--- src/rtl/mem_stage.sv ---
// rtl/mem_stage.sv - RV32I memory-access stage: bus req/ack handshake, pipeline stall, load alignment
module mem_stage #(
  parameter int BUS_TIMEOUT = 64
) (
  input  logic        clock,
  input  logic        reset,
  input  logic        ex_valid,
  input  logic        mem_read,
  input  logic        mem_write,
  input  logic [2:0]  funct3,
  input  logic [31:0] alu_result,
  input  logic [31:0] store_data,
  input  logic [4:0]  rd_in,
  input  logic        reg_en_in,
  output logic [31:0] data_out,
  output logic [4:0]  rd_out,
  output logic        reg_en_out,
  output logic        stall,
  output logic        addr_fault,
  output logic        bus_error,
  output logic        bus_req,
  output logic        bus_we,
  output logic [31:0] bus_addr,
  output logic [3:0]  bus_be,
  output logic [31:0] bus_wdata,
  input  logic        bus_ack,
  input  logic [31:0] bus_rdata
);

  localparam int CW = (BUS_TIMEOUT > 1) ? $clog2(BUS_TIMEOUT + 1) : 1;
  localparam logic [CW-1:0] LAST = CW'((BUS_TIMEOUT > 0) ? BUS_TIMEOUT - 1 : 0);

  typedef enum logic [1:0] {S_IDLE, S_WAIT, S_RESP} state_t;

  state_t        r_state;
  state_t        w_next;
  logic [CW-1:0] r_cnt;
  logic          r_bus_req;
  logic          r_bus_we;
  logic [31:0]   r_bus_addr;
  logic [3:0]    r_bus_be;
  logic [31:0]   r_bus_wdata;
  logic [4:0]    r_rd;
  logic          r_reg_en;
  logic [2:0]    r_funct3;
  logic [1:0]    r_lsb;
  logic          r_we;
  logic          r_err;
  logic [31:0]   r_rdata;

  logic          w_memop;
  logic          w_legal;
  logic          w_aligned;
  logic          w_issue;
  logic          w_timeout;
  logic [3:0]    w_be;
  logic [31:0]   w_wdata;
  logic [7:0]    w_byte;
  logic [15:0]   w_half;
  logic [31:0]   w_load_data;

  assign w_memop   = ex_valid & (mem_read | mem_write);
  assign w_timeout = (BUS_TIMEOUT != 0) && (r_cnt == LAST);

  always_comb begin
    w_legal = 1'b0;
    if (mem_read && !mem_write)
      w_legal = funct3 inside {3'b000, 3'b001, 3'b010, 3'b100, 3'b101};
    else if (mem_write && !mem_read)
      w_legal = funct3 inside {3'b000, 3'b001, 3'b010};
  end

  always_comb begin
    case (funct3[1:0])
      2'b01:   w_aligned = ~alu_result[0];
      2'b10:   w_aligned = (alu_result[1:0] == 2'b00);
      default: w_aligned = 1'b1;
    endcase
  end

  // Stores replicate the data across lanes so the memory only needs byte enables.
  always_comb begin
    w_be    = 4'b1111;
    w_wdata = store_data;
    case (funct3[1:0])
      2'b00: begin
        w_be    = 4'b0001 << alu_result[1:0];
        w_wdata = {4{store_data[7:0]}};
      end
      2'b01: begin
        w_be    = alu_result[1] ? 4'b1100 : 4'b0011;
        w_wdata = {2{store_data[15:0]}};
      end
      default: ;
    endcase
    if (!mem_write)
      w_be = 4'b1111;
  end

  always_comb begin
    case (r_lsb)
      2'd0:    w_byte = r_rdata[7:0];
      2'd1:    w_byte = r_rdata[15:8];
      2'd2:    w_byte = r_rdata[23:16];
      default: w_byte = r_rdata[31:24];
    endcase
    w_half = r_lsb[1] ? r_rdata[31:16] : r_rdata[15:0];
    case (r_funct3)
      3'b000:  w_load_data = {{24{w_byte[7]}}, w_byte};
      3'b100:  w_load_data = {24'h0, w_byte};
      3'b001:  w_load_data = {{16{w_half[15]}}, w_half};
      3'b101:  w_load_data = {16'h0, w_half};
      default: w_load_data = r_rdata;
    endcase
  end

  always_ff @(posedge clock or posedge reset) begin
    if (reset)
      r_state <= S_IDLE;
    else
      r_state <= w_next;
  end

  always_comb begin
    w_next     = r_state;
    w_issue    = 1'b0;
    data_out   = alu_result;
    rd_out     = rd_in;
    reg_en_out = 1'b0;
    stall      = 1'b0;
    addr_fault = 1'b0;
    bus_error  = 1'b0;
    case (r_state)
      S_IDLE: begin
        if (!w_memop) begin
          reg_en_out = reg_en_in & ex_valid;
        end else if (!(w_legal && w_aligned)) begin
          addr_fault = 1'b1;
        end else begin
          stall   = 1'b1;
          w_issue = 1'b1;
          w_next  = S_WAIT;
        end
      end
      S_WAIT: begin
        stall = 1'b1;
        if (bus_ack || w_timeout)
          w_next = S_RESP;
      end
      S_RESP: begin
        data_out   = (r_we || r_err) ? 32'h0 : w_load_data;
        rd_out     = r_rd;
        reg_en_out = r_reg_en & ~r_we & ~r_err;
        bus_error  = r_err;
        w_next     = S_IDLE;
      end
      default: w_next = S_IDLE;
    endcase
  end

  always_ff @(posedge clock or posedge reset) begin
    if (reset) begin
      r_cnt       <= '0;
      r_bus_req   <= 1'b0;
      r_bus_we    <= 1'b0;
      r_bus_addr  <= 32'h0;
      r_bus_be    <= 4'h0;
      r_bus_wdata <= 32'h0;
      r_rd        <= 5'h0;
      r_reg_en    <= 1'b0;
      r_funct3    <= 3'h0;
      r_lsb       <= 2'h0;
      r_we        <= 1'b0;
      r_err       <= 1'b0;
      r_rdata     <= 32'h0;
    end else if (w_issue) begin
      r_cnt       <= '0;
      r_bus_req   <= 1'b1;
      r_bus_we    <= mem_write;
      r_bus_addr  <= {alu_result[31:2], 2'b00};
      r_bus_be    <= w_be;
      r_bus_wdata <= w_wdata;
      r_rd        <= rd_in;
      r_reg_en    <= reg_en_in;
      r_funct3    <= funct3;
      r_lsb       <= alu_result[1:0];
      r_we        <= mem_write;
      r_err       <= 1'b0;
    end else if (r_state == S_WAIT) begin
      // Ack takes priority over an expiring timeout in the same cycle.
      if (bus_ack) begin
        r_rdata   <= bus_rdata;
        r_bus_req <= 1'b0;
        r_cnt     <= '0;
      end else if (w_timeout) begin
        r_bus_req <= 1'b0;
        r_err     <= 1'b1;
        r_cnt     <= '0;
      end else begin
        r_cnt <= r_cnt + CW'(1);
      end
    end
  end

  assign bus_req   = r_bus_req;
  assign bus_we    = r_bus_we;
  assign bus_addr  = r_bus_addr;
  assign bus_be    = r_bus_be;
  assign bus_wdata = r_bus_wdata;

endmodule

--- config.mk ---
export PLATFORM = sky130hd
export DESIGN_NAME = mem_stage
export DESIGN_NICKNAME = d
export VERILOG_FILES = /design/src/rtl/mem_stage.sv
export SDC_FILE = /design/constraint.sdc
export NUM_CORES = 1
export LEC_CHECK = 0
export ABC_AREA = 1
export BUFFER_PORTS_ARGS = -buffer_cell sky130_fd_sc_hd__buf_2
export CAP_MARGIN = 20
export CORE_UTILIZATION = 51
export DETAILED_ROUTE_END_ITERATION = 10
export MAX_ROUTING_LAYER = met4
export PLACE_DENSITY = 0.81
export SYNTH_ARGS = -nofsm -noshare
export SYNTH_HDL_FRONTEND = slang
export SYNTH_SLANG_ARGS = --single-unit
--- constraint.sdc ---
create_clock -name clock -period 4 [get_ports clock]
set_clock_uncertainty 0.1 [all_clocks]
set_input_delay 0.2 -clock clock [delete_from_list [all_inputs] [get_ports clock]]
set_output_delay 0.2 -clock clock [all_outputs]
set_load 0.02 [all_outputs]
Word level (Yosys, flattened, before mapping):

Index checks and enable logic that the tools add are counted.

* input bits: 111
* bits in registers: 121

* equal/unequal tests: 18
* bitwise logic cells: 9
* reduce and logical (&&, ||, !) cells: 22
* multiplexer cells: 39
* $add $sub $neg: 1
* shift operators: 1

Operators with widths (number)
* one-hot mux 32 bit (4 select lines): 1
* two-way mux 32 bit: 2
* one-hot mux 32 bit (2 select lines): 1
* two-way mux 7 bit: 4
* one-hot mux 8 bit (3 select lines): 1
* two-way mux 1 bit: 18
* two-way mux 16 bit: 1
* equality test 3 bit, second input constant: 4
* AND reduction 3 bit: 3
* zero test 2 bit: 4
* two-way mux 4 bit: 2
* one-hot mux 4 bit (2 select lines): 1
* adder 7 x 1 -> 7 bit, second input constant: 1
* equality test 7 x 6 -> 1 bit, second input constant: 1
* equality test 2 x 1 -> 1 bit, second input constant: 3
* equality test 2 bit, second input constant: 3
* equality test 3 x 1 -> 1 bit, second input constant: 2
* zero test 3 bit: 2
* two-way mux 2 bit: 3
* inequality test 2 bit, second input constant: 3
* one-hot mux 1 bit (2 select lines): 3
* nonzero test 3 bit: 2
* two-way mux 5 bit: 1
* nonzero test 5 bit: 1
* 12 further kinds: 23

Logic depth before layout (Yosys ltp):

* depth in word-level cells: 10
* mapped depth: 11
* gate-level depth less buffers: 9

Least setup slack after synthesis:

No wires, ideal clock.

* path type: register to output
* start point: register r_state[1]
* end point: output data_out[10]
* required time: 3.700 ns
* arrival: 1.462 ns
* cell stages (with the launch flop): 6
* path buffers: 2
* setup slack: 2.238 ns
* cells stage by stage: dfrtp_1 -> nand2_1 -> buf_2 -> inv_1 -> buf_2 -> o21ai_0

* word-level cells in the longest chain between the ends: 2

Ends and longest elaborated chain
* start: declaration: line 35 `state_t r_state;`
* start signal: assignment: line 121 `r_state <= w_next;`
* equality test 2 bit: line 133 `case (r_state)`
* two-way mux 32 bit: line 133
* end: declaration: line 15 `output logic [31:0] data_out,`

Every way passes these cells.

Worst setup path after layout:

* start point: input funct3[0]
* end point: output stall

* word-level cells in the longest chain between the ends: 8

Ends and longest elaborated chain
* start: declaration: line 10 `input logic [2:0] funct3,`
* equality test 3 x 1 -> 1 bit, or another cell as far along: line 68, 70
* nonzero test 3 bit: line 70 `w_legal = funct3 inside {3'b000, 3'b001, 3'b010};`
* two-way mux 1 bit: line 69 `else if (mem_write && !mem_read)`
* two-way mux 1 bit: line 67 `if (mem_read && !mem_write)`
* logical AND 1 bit *: line 137 `end else if (!(w_legal && w_aligned)) begin`
* two-way mux 1 bit *: line 137
* two-way mux 1 bit *: line 135 `if (!w_memop) begin`
* one-hot mux 1 bit (2 select lines) *: line 133
* end: declaration: line 18 `output logic stall,`

Every way passes the cells marked *; elsewhere a longest branch is shown, timed or not.

==> results.md <==
• number of DRC violations after detailed-routing iteration 0: 384
• total area of multi-input combinational cells: 0.00281 mm2
• Via Count: 6540
• routed wirelength normalized by instance count: 15.5 um
• residual DRC count: 0
• max layer used: met4
• R2R depth: 6
• die area: 0.0132 mm2
• number of antenna-violating nets in the routed design: 0
• post-synthesis instance total: 791
• achievable frequency: 0.317 GHz
• height of the die: 115 um
• site row count: 40
• vias in the first global route: 6359
• kind of capture point of the worst setup path: primary output
• worst ir drop on vdd: 0.000352 V
• maximum clock insertion buffer count: 2
• first-pass GRT wire length: 30800 um
• final weighted congestion in routability-driven placement: 0.910
• number of flip-flops and latches in the synthesized netlist: 121
• RSZ-0062 raised after global routing: false
• area overhead of the layout relative to synthesis: 40.1%
• highest-count cells in the layout ignoring fill and taps: 232 x nand2_1, 219 x buf_2, 121 x dfrtp_1
• Synth cell types: 40
• clock net sink count: 121
• TritonCTS Buffers: 17
• placeable core region: 0.0122 mm2
• slew at the pin with the worst max-slew slack: 764 ps
• power density of the placed cells: 570 mW/mm2
• fraction of final layout cells with drive strength greater than 1: 29.9%
• fin cells: 1268
• clock period minus worst slack: 3150 ps
• Filler cells: 878
• leakage power total: 4.90 nW
• vias per cell: 5.16
• Max transition margin: 48.9%
• maximum number of pins on one net before global-route repair: 111
• grt ovf: 0
• clock transition at the registers of the reported paths: 60 ps
• Met3 Routed Length: 1090 um
• Worst Path Class, Setup: in2out
• Setup TNS Final: 0 ps
• clock latency at the later pin of the worst-skew pair: 420 ps
• count of final max-slew check failures: 0
• Async SR Flop Fraction: 100%
• synthesized area per cell: 8.22 um2
• Cell Count Post-Placement: 1141
• Max-Cap Viols: 0
• starting density of the core: 53.2%
• register area share after synthesis: 46.6%
• H-tree levels: 4
• total wire length: 19700 um
• commonest register cell after synthesis: dfrtp_1
• endpoint arrival time on the critical path: 2850 ps
• total of endpoints with negative setup slack in the final report: 0
• combined flip-flop and latch cell area: 0.00303 mm2
• TritonCTS clock tree: built
• M1 wire length: 7830 um
• Synth warnings: 0
• number of port buffers: 219
• initial antenna violation count: 1
• count of endpoints failing hold in the final timing report: 0
• outcome: finished clean
• path category of the worst min-delay check: in2reg
• total met2 wirelength after detailed routing: 9930 um
• Synth Cell Area: 0.00650 mm2
• HPWL after DPL: 12300 um
• most common cell after layout, fill and taps aside: nand2_1
• depth of the worst hold-timing path: 3
• horizontal extent of the die: 115 um
• CTS root buffer: clkbuf_16
• number of buffers inserted to repair setup after CTS: 0
• total iterations of the first detailed-routing run: 5
• global router's overall resource usage: 31.6%
• largest driver fanout on the critical path: 58
• startpoint types: input pin
• Period Utilization, post-route: 78.8%
• I/O pins: 222
• NumNets Final: 1204
• Required @ worst endpoint: 3700 ps
• number of flops mapped to enable cells by yosys: 0
-- final cells by class --
cell class	count	share of cell area, %
clock inverter	7	1.58
multi-input combinational	541	30.8
sequential	121	33.2
inverter	87	3.65
antenna	1	0.0275
tap	168	2.31
timing repair buffer	321	23.3
clock buffer	22	5.10
-- final timing paths --
check	startpoint	endpoint	slack, ps
max in group asynchronous	reset	bus_wdata[6]$_DFFE_PP0N_	2520
min in group asynchronous	reset	r_rdata[0]$_DFFE_PP0P_	310
worst min-delay path	store_data[9]	bus_wdata[9]$_DFFE_PP0N_	10
worst max register to register	r_state[1]$_DFFE_PP0P_	bus_wdata[12]$_DFFE_PP0N_	2180
worst min register to register	bus_be[2]$_DFFE_PP0N_	bus_be[2]$_DFFE_PP0N_	380
worst max-delay path	funct3[0]	stall	850
-- report_power, final --
part / total, W / leakage, nW / switching (W) / internal [W]
registers: 0.00185 / 1.49 / 0.000254 / 0.00160
logic: 0.00174 / 3.12 / 0.00108 / 0.000656
clock network: 0.00161 / 0.288 / 0.000542 / 0.00107
-- flip-flops by register name (all words and copies together), names as in the netlist --
register,cells
r_err,1
r_state,2
r_lsb,2
r_rd,5
r_reg_en,1
r_funct3,3
r_we,1
r_rdata,32
r_cnt,7
bus_be,4
bus_addr,30
bus_wdata,32
bus_req,1
-- critical path, stage by stage --
cell and delay, ps:
dlygate4sd3_1 520, buf_2 120, inv_1 70, ha_1 220, inv_2 230, nand2_2 290
nor2_1 270, nor2_4 70, nand3_4 60, buf_4 500, nand2_1 110, buf_2 190
-- logic make-up after synthesis --
| group | share of synthesized area, % |
|---|---|
| xor gates and xnor gates | 0.404 |
| DFF | 46.6 |
| adders and majority gates | 0.770 |
| other | 0.0577 |
| buffers and inverters | 10.3 |
| muxes | 3.87 |
| and+or+nand+nor | 20.8 |
| AOI/OAI and AO/OA | 17.2 |
-- Yosys cell counts (2+ instances only) --
master	number	area share, %
o21ai_1	31	2.4
inv_1	81	4.7
xor2_1	2	0.27
buf_2	9	0.69
o211ai_1	6	0.69
nand2_2	2	0.19
mux2_2	6	1.0
mux2_4	10	2.3
nand3_4	2	0.54
o21ai_0	62	4.8
nor2_1	54	3.1
a21oi_1	42	3.2
nand3_1	26	2.0
a21oi_2	3	0.40
clkbuf_1	10	0.58
ha_1	4	0.77
inv_2	4	0.23
o21ai_2	40	5.4
buf_6	20	3.5
nand2_1	232	13
mux2_1	3	0.52
nand2_4	2	0.35
dfrtp_1	121	47
nor2_4	2	0.35
buf_4	2	0.23
-- through the flow --
step / utilization [%] / worst slack (ps) / area, um2 / total power, W / hold slack, ps
3_5_place_dp: 61.5 / 1120 / 7510 / 0.00348 / 210
6_report: 74.6 / 847 / 9110 / 0.00519 / 10.7
5_1_grt: 74.6 / 700 / 9110 / 0.00546 / 27.1
2_1_floorplan: - / 486 / 6500 / 0.00298 / 232
3_3_place_gp: 61.5 / 1280 / 7510 / 0.00344 / 207
4_1_cts: 74.3 / 829 / 9080 / 0.00517 / 0.408
-- timing repair --
item,in CTS,in global routing
endpoints found under the hold margin,140,0
resized for setup,0,0
hold buffers,96,0
-- per-layer routing --
metal | global-route usage (%) | vias to the layer above
li1 | - | 3114
met1 | 35.6 | 3086
met4 | 15.8 | 0
met3 | 7.17 | 62
met5 | - | -
met2 | 52.7 | 278
No activity file was read; power rests on OpenSTA's default activity.
